==> config.mk <==
export PLATFORM = sky130hd
export DESIGN_NAME = instr_fetch_ctrl
export DESIGN_NICKNAME = d
export VERILOG_FILES = /design/src/rtl/fetch_pkg.sv /design/src/rtl/fetch_buf.sv /design/src/rtl/instr_fetch_ctrl.sv
export SDC_FILE = /design/constraint.sdc
export NUM_CORES = 1
export LEC_CHECK = 0
export ABC_CLOCK_PERIOD_IN_PS = 3000
export CAP_MARGIN = 10
export CORE_MARGIN = 2
export CORE_UTILIZATION = 52
export CTS_BUF_LIST = sky130_fd_sc_hd__clkbuf_4
export CTS_CLUSTER_SIZE = 10
export DETAILED_ROUTE_END_ITERATION = 8
export GPL_ROUTABILITY_DRIVEN = 1
export GPL_TIMING_DRIVEN = 1
export PLACE_DENSITY_LB_ADDON = 0.12
export SLEW_MARGIN = 0
export SYNTH_ARGS = -nofsm -noshare
export SYNTH_HDL_FRONTEND = slang
export SYNTH_SLANG_ARGS = --single-unit
==> constraint.sdc <==
create_clock -name clk -period 3 [get_ports clk]
set_input_delay 0.3 -clock clk [delete_from_list [all_inputs] [get_ports clk]]
set_output_delay 0.3 -clock clk [all_outputs]
set_load 0.02 [all_outputs]
==> src/rtl/fetch_pkg.sv <==
// Shared types and constants for the instruction fetch sequencer.
package fetch_pkg;

    localparam int unsigned WORD_BYTES = 4;
    localparam int unsigned STALL_W    = 16;

    typedef enum logic [0:0] {
        RUN   = 1'b0,
        FAULT = 1'b1
    } fetch_state_e;

    typedef struct packed {
        logic [31:0] pc;
        logic [31:0] instr;
    } fetch_entry_t;

    // A fetch address is usable only when word aligned and inside the memory.
    function automatic logic pcIsLegal(input logic [31:0] pc, input logic [31:0] limit);
        return (pc[1:0] == 2'b00) && (pc < limit);
    endfunction

endpackage

==> src/rtl/fetch_buf.sv <==
// Two-entry FIFO holding fetched {pc, instr} pairs; entry 0 is always the head.
module fetch_buf
    import fetch_pkg::*;
(
    input  logic         clk,
    input  logic         rst_n,
    input  logic         i_push,
    input  logic         i_pop,
    input  logic         i_flush,
    input  fetch_entry_t i_data,
    output logic [1:0]   o_count,
    output fetch_entry_t o_head
);

    fetch_entry_t r_mem0;
    fetch_entry_t r_mem1;
    logic [1:0]   r_count;

    fetch_entry_t w_mem0Next;
    fetch_entry_t w_mem1Next;
    logic [1:0]   w_countNext;

    // Next-state of the shift-style FIFO; flush wins over any push or pop.
    always_comb begin
        w_mem0Next  = r_mem0;
        w_mem1Next  = r_mem1;
        w_countNext = r_count;
        if (i_flush) begin
            w_countNext = 2'd0;
        end else begin
            case ({i_push, i_pop})
                2'b10: begin
                    if (r_count == 2'd0) begin
                        w_mem0Next = i_data;
                    end else begin
                        w_mem1Next = i_data;
                    end
                    w_countNext = r_count + 2'd1;
                end
                2'b01: begin
                    w_mem0Next  = r_mem1;
                    w_countNext = r_count - 2'd1;
                end
                2'b11: begin
                    if (r_count == 2'd1) begin
                        w_mem0Next = i_data;
                    end else begin
                        w_mem0Next = r_mem1;
                        w_mem1Next = i_data;
                    end
                end
                default: begin
                    w_countNext = r_count;
                end
            endcase
        end
    end

    // Storage registers; cleared on reset so the head never shows X.
    always_ff @(posedge clk or negedge rst_n) begin
        if (!rst_n) begin
            r_mem0  <= '0;
            r_mem1  <= '0;
            r_count <= 2'd0;
        end else begin
            r_mem0  <= w_mem0Next;
            r_mem1  <= w_mem1Next;
            r_count <= w_countNext;
        end
    end

    assign o_count = r_count;
    assign o_head  = r_mem0;

endmodule

==> src/rtl/instr_fetch_ctrl.sv <==
// Fetch sequencer: owns the PC, reads the instruction memory, buffers words
// for decode and handles redirects and illegal fetch addresses.
module instr_fetch_ctrl
    import fetch_pkg::*;
#(
    parameter int unsigned IR_MEM_SIZE = 1000,
    parameter logic [31:0] RESET_PC    = 32'h0
) (
    input  logic                clk,
    input  logic                rst_n,
    output logic [31:0]         imem_addr,
    input  logic [31:0]         imem_rdata,
    input  logic                redirect_valid,
    input  logic [31:0]         redirect_pc,
    output logic                if_valid,
    input  logic                if_ready,
    output logic [31:0]         if_instr,
    output logic [31:0]         if_pc,
    output logic [31:0]         if_pc_plus4,
    output logic                fault,
    output logic [STALL_W-1:0]  stall_cnt
);

    localparam logic [31:0] PC_LIMIT = 32'(WORD_BYTES * IR_MEM_SIZE);

    fetch_state_e       r_state;
    logic [31:0]        r_pc;
    logic [STALL_W-1:0] r_stallCnt;

    fetch_state_e       w_stateNext;
    logic [31:0]        w_pcNext;
    logic               w_push;
    logic               w_flush;
    logic               w_stallInc;
    logic               w_pop;
    logic               w_pushOk;
    logic [1:0]         w_count;
    fetch_entry_t       w_head;
    fetch_entry_t       w_pushData;

    assign if_valid   = (w_count != 2'd0);
    assign w_pop      = if_valid && if_ready;
    assign w_pushOk   = (w_count != 2'd2) || w_pop;
    assign w_pushData = '{pc: r_pc, instr: imem_rdata};

    // Next state, next PC and buffer controls; a redirect overrides everything.
    always_comb begin
        w_stateNext = r_state;
        w_pcNext    = r_pc;
        w_push      = 1'b0;
        w_flush     = 1'b0;
        w_stallInc  = 1'b0;
        if (redirect_valid) begin
            w_flush     = 1'b1;
            w_pcNext    = redirect_pc;
            w_stateNext = RUN;
        end else if (r_state == RUN) begin
            w_stallInc = !w_pushOk;
            if (!pcIsLegal(r_pc, PC_LIMIT)) begin
                w_stateNext = FAULT;
            end else if (w_pushOk) begin
                w_push   = 1'b1;
                w_pcNext = r_pc + 32'(WORD_BYTES);
            end
        end
    end

    // State and program counter registers.
    always_ff @(posedge clk or negedge rst_n) begin
        if (!rst_n) begin
            r_state <= RUN;
            r_pc    <= RESET_PC;
        end else begin
            r_state <= w_stateNext;
            r_pc    <= w_pcNext;
        end
    end

    // Saturating count of cycles lost to a full, unread buffer.
    always_ff @(posedge clk or negedge rst_n) begin
        if (!rst_n) begin
            r_stallCnt <= '0;
        end else if (w_stallInc && (r_stallCnt != {STALL_W{1'b1}})) begin
            r_stallCnt <= r_stallCnt + 1'b1;
        end
    end

    fetch_buf u_buf (
        .clk     (clk),
        .rst_n   (rst_n),
        .i_push  (w_push),
        .i_pop   (w_pop),
        .i_flush (w_flush),
        .i_data  (w_pushData),
        .o_count (w_count),
        .o_head  (w_head)
    );

    assign imem_addr   = r_pc;
    assign if_instr    = w_head.instr;
    assign if_pc       = w_head.pc;
    assign if_pc_plus4 = w_head.pc + 32'(WORD_BYTES);
    assign fault       = (r_state == FAULT);
    assign stall_cnt   = r_stallCnt;

endmodule
Yosys cells after proc, flatten, opt, wreduce, memory -nomap -nowiden
Index checks and enable logic that the tools add are counted.
Storage, ports and cells
  register bits: 179
  input port bits: 68
  output and inout port bits: 146
  word-level logic and storage cells: 63
Cells by class
  $add $sub $neg: 5
  order comparisons: 1
  equal/unequal tests: 10
  mux-type cells: 22
  bitwise operators: 1
  reduce and logical (&&, ||, !) cells: 16
Operator list (count)
  two-way mux 64 bit: 4
  one-hot mux 64 bit (3 select lines): 1
  two-way mux 32 bit: 4
  one-hot mux 64 bit (2 select lines): 1
  adder 32 x 3 -> 32 bit (second input constant): 2
  less-than comparator 32 x 12 -> 1 bit (second input constant): 1
  adder 16 x 1 -> 16 bit (second input constant): 1
  inequality test 16 bit (second input constant): 1
  two-way mux 1 bit: 10
  inequality test 2 bit (second input constant): 4
  nonzero test 2 bit: 4
  AND reduction 3 bit: 2
  nonzero test 3 bit: 2
  equality test 2 x 1 -> 1 bit (second input constant): 2
  equality test 2 bit (second input constant): 2
  logical NOT 2 bit: 2
  one-hot mux 2 bit (2 select lines): 1
  AND reduction 4 bit: 1
  logical AND 1 bit: 3
  adder 2 x 1 -> 2 bit (second input constant): 1
  two-way mux 2 bit: 1
  inequality test 2 x 1 -> 1 bit (second input constant): 1
  subtractor 2 x 1 -> 2 bit (second input constant): 1
  logical NOT 1 bit: 1
  other kinds (2): 2

Depth between registers and ports, before layout
Gate-level depths: netlist of the first run.
  depth after elaboration: 10
  depth in mapped cells: 10
  depth with buffers taken out: 7

Cells and area by module
Synthesis of the first run repeated with hierarchy kept, for this count alone.
Unflattened totals
  cell total of the unflattened synthesis: 638
  area, all modules: 8883.5 um^2
Modules (own cells, without submodules)
  fetch_buf: instances 1, cells an instance 361, area each 5904.4 um^2, seq. area each 3253.1 um^2
  instr_fetch_ctrl: instances 1, cells an instance 277, area each 2979.1 um^2, seq. area each 1226.2 um^2

Least setup slack after synthesis of the first run
No wires, ideal clock.
  kind: register to output
  start: register u_buf.r_mem0, in the netlist u_buf.o_head[45]
  end: output port if_pc_plus4[27]
  arrival: 2.166 ns
  required time: 2.700 ns
  slack: 0.534 ns
  cell stages (with the launch flop): 7
  path buffers: 1
  cells stage by stage: dfrtp_1 > and4_1 > nand3_1 > or4_1 > clkbuf_1 > nor3b_1 > xor2_1
On the way
  longest elaborated chain between the ends: 1
RTL lines
  start: declaration: RTL line fetch_buf.sv:15  | fetch_entry_t r_mem0;
  start signal: assignment: RTL line fetch_buf.sv:66  | r_mem0 <= w_mem0Next;
  adder 32 x 3 -> 32 bit: RTL line instr_fetch_ctrl.sv:102  | assign if_pc_plus4 = w_head.pc + 32'(WORD_BYTES);
  end: declaration: RTL line instr_fetch_ctrl.sv:19  | output logic [31:0] if_pc_plus4,
No other way between the ends.

Worst setup path in the final report of the first run
  start: register u_buf.r_mem0, in the netlist u_buf.o_head[46]
  end: output port if_pc_plus4[29]
The elaborated chain is that of the path after synthesis.

==> flow_summary_export.csv, run 1 <==
group,metric,value,unit
run_status,status,"finished, final reports clean",
clock_tree,clk_pin_slew,140,ps
routing,wl_per_cell,18.6,um
worst_setup_path,endpoint_kind,"output port",
power_and_ir_drop,leakage,5.31,nW
timing,holdWs,87.3,ps
worst_setup_path,crit_top_cell,"buf_4",
worst_setup_path,critPathBufInv,2,
routing,dr_total_vias,7272,
worst_setup_path,critPathSlowestCell,"or4_4",
synth,ys.flop_type,"dfrtp_1",
synth,syn_nets,891,
finish,fin_util,0.693,
worst_setup_path,r2r_slack,280,ps
global_route,grt_max_degree,83,
timing,worstMarginPinSlew,907,ps
finish,syn_to_final_growth,32.1,%
global_route,grt_pass1_vias,7089,
synth,synth_cell_types,50,
worst_setup_path,r2r-end,"u_buf.o_head[2]",
global_route,met1_usage,0.374,
clock_tree,numCtsBuffers,17,
power_and_ir_drop,ir_drop,0.589,mV
worst_setup_path,max_stage_delay,550,ps
timing,finalCritPeriodShare,0.951,
clock_tree,worstSkewPairLatency,550,ps
run,maxCapViolations,0,
min_path,hold_depth,2,
worst_setup_path,cp.arrival,2550,ps
timing,drv_slew,0,
synth,async_reset_ff_frac,1.00,
synth,synth.largest_area_cell,"dfrtp_1",
routing,ant_nets,0,
synth,seq_area_frac_synth,0.499,
routing,via_per_inst,5.73,
clock_tree,cts_tree,"built",
worst_setup_path,crit_required,2700,ps
clock_tree,cts.sinks,179,
timing,finalClockSkew,16.4,ps
global_route,met3_usage,0.0513,
finish,drive_gt1_frac,0.222,
global_route,overflow,0,
routing,drtIter0Drc,454,
die,die_y,135,um
timing,worst_slack,148,ps
synth,yosysWarnings,0,
routing,drc,0,
min_path,min_path_type,"in2reg",
worst_setup_path,path_delay_family,"simple AND/OR/NAND/NOR gates",
global_route,top_usage_layer,"met2",
die,core_area,17100,um^2
clock_tree,root_buffer,"clkbuf_4",
clock_tree,cts_max_path_buffers,2,
place,place_ws,148,ps
place,placed_area,11500,um^2
synth,synth_edf_count,0,
worst_setup_path,worst-setup-path-type,"reg2out",
die,start_util,0.525,
global_route,antenna_found_initial,1,
place,port_buffers,213,
worst_setup_path,startpoint_type,"register",
synth,yosysTopAreaCellShare,0.499,
synth,netlist_area,8980,um^2
global_route,grt_pass1_wl,37400,um
worst_setup_path,r2r_cells,5,
die,dieArea,18300,um^2
min_path,min_from,"redirect_valid",
global_route,grtUsageMet2,0.404,
global_route,grt_use_total,0.259,
finish,n_fill_cell,1380,
die,num_rows,48,
timing,finalHoldViolations,0,
routing,drtPass1Iterations,7,
synth,postSynthAreaPerCell,11.0,um^2
timing,setup_violations,0,
timing,clock.fmax,351,MHz
worst_setup_path,r2r_start,"imem_addr[7]",
clock_tree,htree_levels,4,
worst_setup_path,cp_cell_sequence,"and4_4 -> nand3_1 -> or4_4 -> buf_4 -> nor3b_2 -> xor2_1 -> buf_4",
finish,nets,1105,
power_and_ir_drop,cellPowerDensity,571,nW/um^2
die,die_w,135,um
worst_setup_path,cp_max_fo,7,
finish,stdcell_area,11900,um^2
die,ios,214,
routing,finalWirelength,23600,um
min_path,hold_end,"fault",
timing,slew_headroom,0.395,
timing,finalCriticalPeriod,2850,ps
place,dp_hpwl,16300,um
synth,synth_cells,817,
synth,yosys-top-cells-area,"dfrtp_1 50%, mux2_2 15%, xnor2_1 3.5%",
place,gp_congestion,0.835,
synth,synth-seq-cells,179,
timing,grt_setup_unrepaired,"yes",
power_and_ir_drop,power,0.00678,W
-- placed cells by master (no fill, tap or decap), types with 18 or more instances in the layout --
| cell type | instances |
|---|---|
| a22oi_1 | 31 |
| buf_4 | 38 |
| clkdlybuf4s50_1 | 195 |
| dfrtp_1 | 173 |
| mux2_2 | 119 |
| nand2_1 | 72 |
| nand3_1 | 18 |
| nor2_1 | 50 |
| nor2b_1 | 22 |
| o21ai_0 | 28 |
| o22ai_1 | 23 |
| o31ai_1 | 21 |
| xnor2_1 | 36 |
-- cells by family after synthesis --
family | after synthesis | share of synthesized area
xor+xnor | 52 | 0.0507
flops | 179 | 0.499
simple gates | 228 | 0.130
mux | 131 | 0.163
fa+ha+maj | 6 | 0.00836
buf+inv | 69 | 0.0329
compound gates | 152 | 0.117
-- how the worst max path moves through the flow --
stage	startpoint	end	slack, ps	cells past startpoint
2_1_floorplan	u_buf.o_head[45]	if_pc_plus4[27]	530	6
3_3_place_gp	u_buf.o_head[46]	if_pc_plus4[29]	230	7
3_5_place_dp	u_buf.o_head[46]	if_pc_plus4[29]	150	7
4_1_cts	u_buf.o_head[40]	if_pc_plus4[12]	4	5
5_1_grt	u_buf.o_head[45]	if_pc_plus4[29]	-4	7
6_report	u_buf.o_head[46]	if_pc_plus4[29]	150	7
-- final cells by class --
| class | count | area (um^2) | share of cell area |
|---|---|---|---|
| multi-input cells | 569 | 4290 | 0.361 |
| flip-flops and latches | 179 | 4490 | 0.378 |
| clock inverters | 14 | 186 | 0.0157 |
| well taps | 225 | 282 | 0.0237 |
| diodes | 1 | 2.50 | 0.000211 |
| clock buffers | 17 | 128 | 0.0108 |
| repair buffers | 253 | 2450 | 0.207 |
| inverters | 11 | 41.3 | 0.00348 |
-- sequential cells by signal, indices dropped and copies added, names as in the netlist --
name / flops
u_buf.o_head: 64
u_buf.r_mem1: 64
imem_addr: 32
stall_cnt: 16
u_buf.o_count: 2
fault: 1
-- synthesized netlist by cell type (13+ instances only) --
master / instances
a22oi_1: 31
buf_2: 15
clkbuf_1: 35
dfrtp_1: 179
mux2_2: 119
nand2_1: 73
nand3_1: 18
nand4_1: 13
nor2_1: 50
nor2b_1: 23
o21ai_0: 28
o22ai_1: 23
o31ai_1: 22
xnor2_1: 36
xor2_1: 16
-- metal layers --
| layer | share of wire | vias to the layer above |
|---|---|---|
| li1 | - | 3392 |
| met1 | 0.46 | 3631 |
| met5 | 0 | - |
| met4 | 0.016 | 0 |
| met2 | 0.46 | 228 |
| met3 | 0.060 | 21 |
-- where the power goes --
| part | switching, W | internal, W | leakage, nW |
|---|---|---|---|
| Combinational | 0.00115 | 0.00107 | 2.82 |
| Sequential | 0.000321 | 0.00274 | 2.35 |
| Clock | 0.000846 | 0.000651 | 0.147 |
| Total | 0.00231 | 0.00446 | 5.31 |
-- what timing repair did --
item                                    CTS  global route
hold endpoints to repair                 79             0
pin swaps                                 1             0
endpoints found under the setup margin   15            17
buffers inserted                          4             0
hold buffers                              1             0
resized for setup                        35            24
-- per-stage QoR --
| stage | setup TNS [ps] | std cells |
|---|---|---|
| final | 0 | 1269 |
| after global routing | -6.54 | 1269 |
| after CTS | 0 | 1268 |
| after detailed placement | 0 | 1232 |
| after global placement | 0 | 1232 |
| after floorplan | 0 | 817 |
Power figures use the tool's default switching activity.
==> run 2, diff against run 1 <==
CAP_MARGIN = 20   (was 10)
HOLD_SLACK_MARGIN = 0.06   (was not set)
SLEW_MARGIN = 20   (was 0)
==> run 2 against run 1 <==
  * Wire length is essentially flat
  * Clock power is essentially flat
  * Hold slack gained 190 ps
  * Via count grew 0.52%
  * Clock skew grew 3.5 ps
  * Flip-flop and latch count is the same
  * Global-route usage is essentially flat
  * Critical path type unchanged
  * Die area is the same
==> flow_summary_export.csv, run 2 (same netlist as run 1, synthesis figures left out) <==
group,metric,value,unit
place,port_buffers,213,
timing,setup_violations,0,
global_route,antenna_found_initial,1,
clock_tree,htree_levels,4,
timing,worst_slack,145,ps
clock_tree,cts_tree,"built",
power_and_ir_drop,share_comb_of_total_power,0.328,
timing,finalHoldViolations,0,
worst_setup_path,endpoint,"if_pc_plus4[29]",
clock_tree,root_buffer,"clkbuf_4",
min_path,min_path_type,"in2reg",
timing,clock.fmax,350,MHz
place,place_ws,148,ps
power_and_ir_drop,p_sw,0.00232,W
finish,drive_gt1_frac,0.222,
routing,finalWirelength,23600,um
place,dp_hpwl,16300,um
finish,stdcell_area,11900,um^2
worst_setup_path,cp_max_fo,7,
power_and_ir_drop,power,0.00678,W
place,dp_cells,1232,
global_route,grt_pass1_vias,7094,
routing,via_per_inst,5.76,
global_route,overflow,0,
worst_setup_path,endpoint_kind,"output port",
die,die_w,135,um
worst_setup_path,r2r_start,"imem_addr[7]",
routing,ant_nets,0,
die,start_util,0.525,
worst_setup_path,startpoint,"u_buf.o_head[46]",
routing,drtPass1Iterations,5,
die,num_rows,48,
timing,finalCriticalPeriod,2850,ps
die,dieArea,18300,um^2
power_and_ir_drop,switching_share,0.342,
timing,drv_slew,0,
timing,finalCritPeriodShare,0.952,
worst_setup_path,r2r-end,"u_buf.o_head[2]",
run,maxCapViolations,0,
power_and_ir_drop,power.internal,0.00446,W
power_and_ir_drop,ir_drop,0.590,mV
routing,drtIter0Drc,498,
routing,drc,0,
finish,syn_to_final_growth,32.2,%
clock_tree,cts_max_path_buffers,2,
global_route,grt_pass1_wl,37400,um
clock_tree,worstSkewPairLatency,560,ps
timing,grt_setup_unrepaired,"yes",
global_route,grt_max_degree,83,
timing,finalClockSkew,19.8,ps
timing,finalSetupTns,0,ps
place,placed_area,11500,um^2
routing,dr_total_vias,7310,
worst_setup_path,r2r_cells,5,
clock_tree,clk_pin_slew,140,ps
power_and_ir_drop,cellPowerDensity,571,nW/um^2
timing,slew_headroom,0.392,
run_status,status,"finished, final reports clean",
finish,nets,1106,
worst_setup_path,worst-setup-path-type,"reg2out",
worst_setup_path,startpoint_type,"register",
power_and_ir_drop,p_clk_frac,0.221,
timing,worstMarginPinSlew,911,ps
die,die_y,135,um
clock_tree,numCtsBuffers,17,
clock_tree,cts.sinks,179,
global_route,grt_use_total,0.259,
finish,final-instance-count-excl-fill,1270,
finish,final_common_cell,"clkdlybuf4s50_1",
power_and_ir_drop,leakage,5.32,nW
die,ios,214,
place,gp_congestion,0.835,
worst_setup_path,cp.arrival,2550,ps
worst_setup_path,r2r_slack,280,ps
worst_setup_path,crit_required,2700,ps
routing,wl_per_cell,18.6,um
power_and_ir_drop,p_seq_frac,0.451,
die,core_area,17100,um^2
finish,final_cell_mix,"195 x clkdlybuf4s50_1, 173 x dfrtp_1, 119 x mux2_2",
==> run 2: changes by cell type in the layout (fill, tap and decap cells not counted) <==
cell | previous run | this run
dlygate4sd3_1 | 1 | 2
==> run 2: stage by stage <==
step / hold slack (ps) / util
floorplan: 4.41 / -
global placement: 398 / 0.670
detailed placement: 407 / 0.670
CTS: 234 / 0.693
global route: 252 / 0.694
finish: 275 / 0.694
==> run 2: critical path, stage by stage (launching register included) <==
cell and delay [ps]:
dfrtp_1 370, and4_4 260, nand3_1 90, or4_4 550, buf_4 200, nor3b_2 190, xor2_1 180, buf_4 170
==> run 2: layer usage <==
layer,up-vias,global-route usage,routed length (um)
met5,-,0,0
met4,0,0.0666,379
met3,21,0.0513,1390
met2,227,0.405,11000
met1,3671,0.374,10900
li1,3391,-,-
==> run 2: how the worst min path moves through the flow <==
| stage | cells past startpoint | end | start |
|---|---|---|---|
| 2_1_floorplan | 0 | fault | rst_n |
| 3_3_place_gp | 1 | u_buf.r_mem1[14] | rst_n |
| 3_5_place_dp | 1 | u_buf.r_mem1[14] | rst_n |
| 4_1_cts | 3 | imem_addr[11] | redirect_pc[11] |
| 5_1_grt | 3 | imem_addr[7] | redirect_pc[7] |
| 6_report | 3 | imem_addr[11] | redirect_pc[11] |
==> run 2: layout make-up <==
| type | instances | area [um^2] |
|---|---|---|
| fill | 1381 | 5240 |
| inverter | 11 | 41.3 |
| clock buffer | 17 | 128 |
| multi-input combinational | 569 | 4290 |
| sequential | 179 | 4490 |
| tap | 225 | 282 |
| timing repair buffer | 254 | 2460 |
| antenna | 1 | 2.50 |
| clock inverter | 14 | 186 |
==> run 2: power groups by stage <==
stage	clock, W	sequential [W]	combinational (W)
floorplan	0	0.00341	0.000731
global placement	0	0.00310	0.00220
detailed placement	0	0.00309	0.00224
CTS	0.00154	0.00306	0.00224
global route	0.00163	0.00310	0.00237
finish	0.00150	0.00306	0.00222
==> run 2: what timing repair did <==
item                                    4_1_cts  5_1_grt
hold buffers                                  2        0
resized for setup                            35       24
pin swaps                                     1        0
endpoints found under the hold margin        80        0
endpoints found under the setup margin       15       17
setup buffers                                 4        0
==> run 3, diff against run 2 <==
CAP_MARGIN = 25   (was 20)
GPL_TIMING_DRIVEN = 0   (was 1)
TNS_END_PERCENT = 100   (was not set)
==> run 3 against run 2 <==
  * Largest cell class unchanged
  * Clock-buffer cell count up 1
  * Largest power group unchanged
  * Wire length rose by 3.0%
  * Maximum frequency decreased by 2.8%
  * Sequential share of layout area is essentially flat
  * Core utilization about the same
  * Non-clock buffer count grew 29
  * Final cell count rose by 2.4%
  * Global-route usage rose by 1.1 points
==> flow_summary_export.csv, run 3 (same netlist as run 1, synthesis figures left out) <==
group,metric,value,unit
global_route,antenna_found_initial,1,
global_route,grt_use_total,0.270,
worst_setup_path,worst-setup-path-type,"reg2out",
worst_setup_path,max_stage_delay,560,ps
die,start_util,0.525,
power_and_ir_drop,p_clk_frac,0.204,
timing,slew_headroom,0.365,
routing,drtPass1Iterations,5,
die,ios,214,
finish,final-instance-count-excl-fill,1300,
run_status,status,"finished, final reports clean",
timing,clock.fmax,340,MHz
global_route,grt_pass1_wl,38000,um
worst_setup_path,critPathSlowestCell,"or4_4",
timing,finalCriticalPeriod,2940,ps
worst_setup_path,cp_cell_sequence,"and3_4 -> nand2_1 -> or4_4 -> nor3b_1 -> xor2_1 -> clkdlybuf4s15_2",
die,dieArea,18300,um^2
finish,drive_gt1_frac,0.204,
power_and_ir_drop,power.internal,0.00433,W
routing,dr_total_vias,7423,
power_and_ir_drop,p_sw,0.00235,W
power_and_ir_drop,ir_drop,0.455,mV
finish,syn_to_final_growth,32.3,%
place,dp_hpwl,17400,um
clock_tree,clk_pin_slew,160,ps
finish,final_cell_mix,"196 x clkdlybuf4s50_1, 172 x dfrtp_1, 119 x mux2_2",
run,maxCapViolations,0,
power_and_ir_drop,share_comb_of_total_power,0.339,
finish,stdcell_area,11900,um^2
clock_tree,root_buffer,"clkbuf_4",
worst_setup_path,startpoint_type,"register",
timing,setup_violations,0,
global_route,grt_max_degree,78,
place,gp_congestion,0.839,
routing,drtIter0Drc,496,
worst_setup_path,critPathBufInv,1,
place,placed_area,11500,um^2
timing,holdWs,153,ps
worst_setup_path,endpoint_kind,"output port",
clock_tree,numCtsBuffers,17,
global_route,overflow,0,
place,dp_cells,1257,
clock_tree,cts.sinks,179,
clock_tree,worstSkewPairLatency,610,ps
min_path,min_path_type,"in2async",
routing,via_per_inst,5.71,
die,die_w,135,um
timing,finalHoldViolations,0,
power_and_ir_drop,power,0.00668,W
die,num_rows,48,
timing,grt_setup_unrepaired,"yes",
finish,final_common_cell,"clkdlybuf4s50_1",
routing,wl_per_cell,18.7,um
clock_tree,cts_tree,"built",
die,core_area,17100,um^2
clock_tree,cts_max_path_buffers,2,
routing,finalWirelength,24400,um
timing,worstMarginPinSlew,947,ps
power_and_ir_drop,leakage,5.25,nW
power_and_ir_drop,switching_share,0.351,
timing,finalClockSkew,23.0,ps
finish,nets,1135,
worst_setup_path,path_delay_family,"simple AND/OR/NAND/NOR gates",
routing,drc,0,
global_route,grt_pass1_vias,7029,
die,die_y,135,um
clock_tree,htree_levels,4,
timing,finalCritPeriodShare,0.979,
power_and_ir_drop,p_seq_frac,0.457,
timing,drv_slew,0,
routing,ant_nets,0,
worst_setup_path,crit_required,2700,ps
place,port_buffers,213,
power_and_ir_drop,cellPowerDensity,562,nW/um^2
worst_setup_path,cp.arrival,2640,ps
worst_setup_path,cp_max_fo,8,
[run 3: what timing repair did]
action / 4_1_cts / 5_1_grt
resized for setup: 38 / 15
pin swaps: 1 / 2
hold endpoints to repair: 179 / 0
hold buffers: 1 / 0
buffers inserted: 9 / 2
endpoints found under the setup margin: 19 / 44
[run 3: layout make-up]
cell class	count	area [um^2]
diodes	1	2.50
clock buffers	18	135
fillers	1350	5240
well taps	225	282
repair buffers	227	2280
multi-input cells	569	4260
plain buffers	56	249
clock inverters	14	139
flip-flops and latches	179	4490
inverters	11	41.3
[run 3: path summary, 6_finish.rpt]
path,end,depth (start not counted),startpoint,slack (ps)
max,if_pc_plus4[27],6,u_buf.o_head[44],60
min,u_buf.r_mem1[14],2,rst_n,150
max reg2reg,u_buf.r_mem1[39],7,imem_addr[24],240
min reg2reg,u_buf.o_head[12],2,u_buf.o_head[12],490
max in group asynchronous,u_buf.o_head[39],3,rst_n,2100
min in group clk,imem_addr[5],3,redirect_pc[5],240
[run 3: power groups by stage]
stage / combinational (W) / sequential [W] / clock, W
global route: 0.00242 / 0.00309 / 0.00149
global placement: 0.00220 / 0.00309 / 0
detailed placement: 0.00224 / 0.00309 / 0
floorplan: 0.000731 / 0.00341 / 0
finish: 0.00227 / 0.00305 / 0.00136
CTS: 0.00228 / 0.00305 / 0.00138
[run 3: layer usage]
layer | GRT usage | vias to the layer above | wire [um]
met5 | 0 | - | 0
met4 | 0.0972 | 0 | 509
met3 | 0.0501 | 35 | 1340
met2 | 0.414 | 234 | 11200
met1 | 0.386 | 3681 | 11300
li1 | - | 3473 | -
[run 3: through the flow]
stage	setup TNS, ps	worst slack, ps	util
floorplan	0	534	-
global placement	-1032720	-5780	0.666
detailed placement	-921	-158	0.669
CTS	0	1.34	0.692
global route	-97.1	-50.0	0.694
finish	0	61.8	0.694
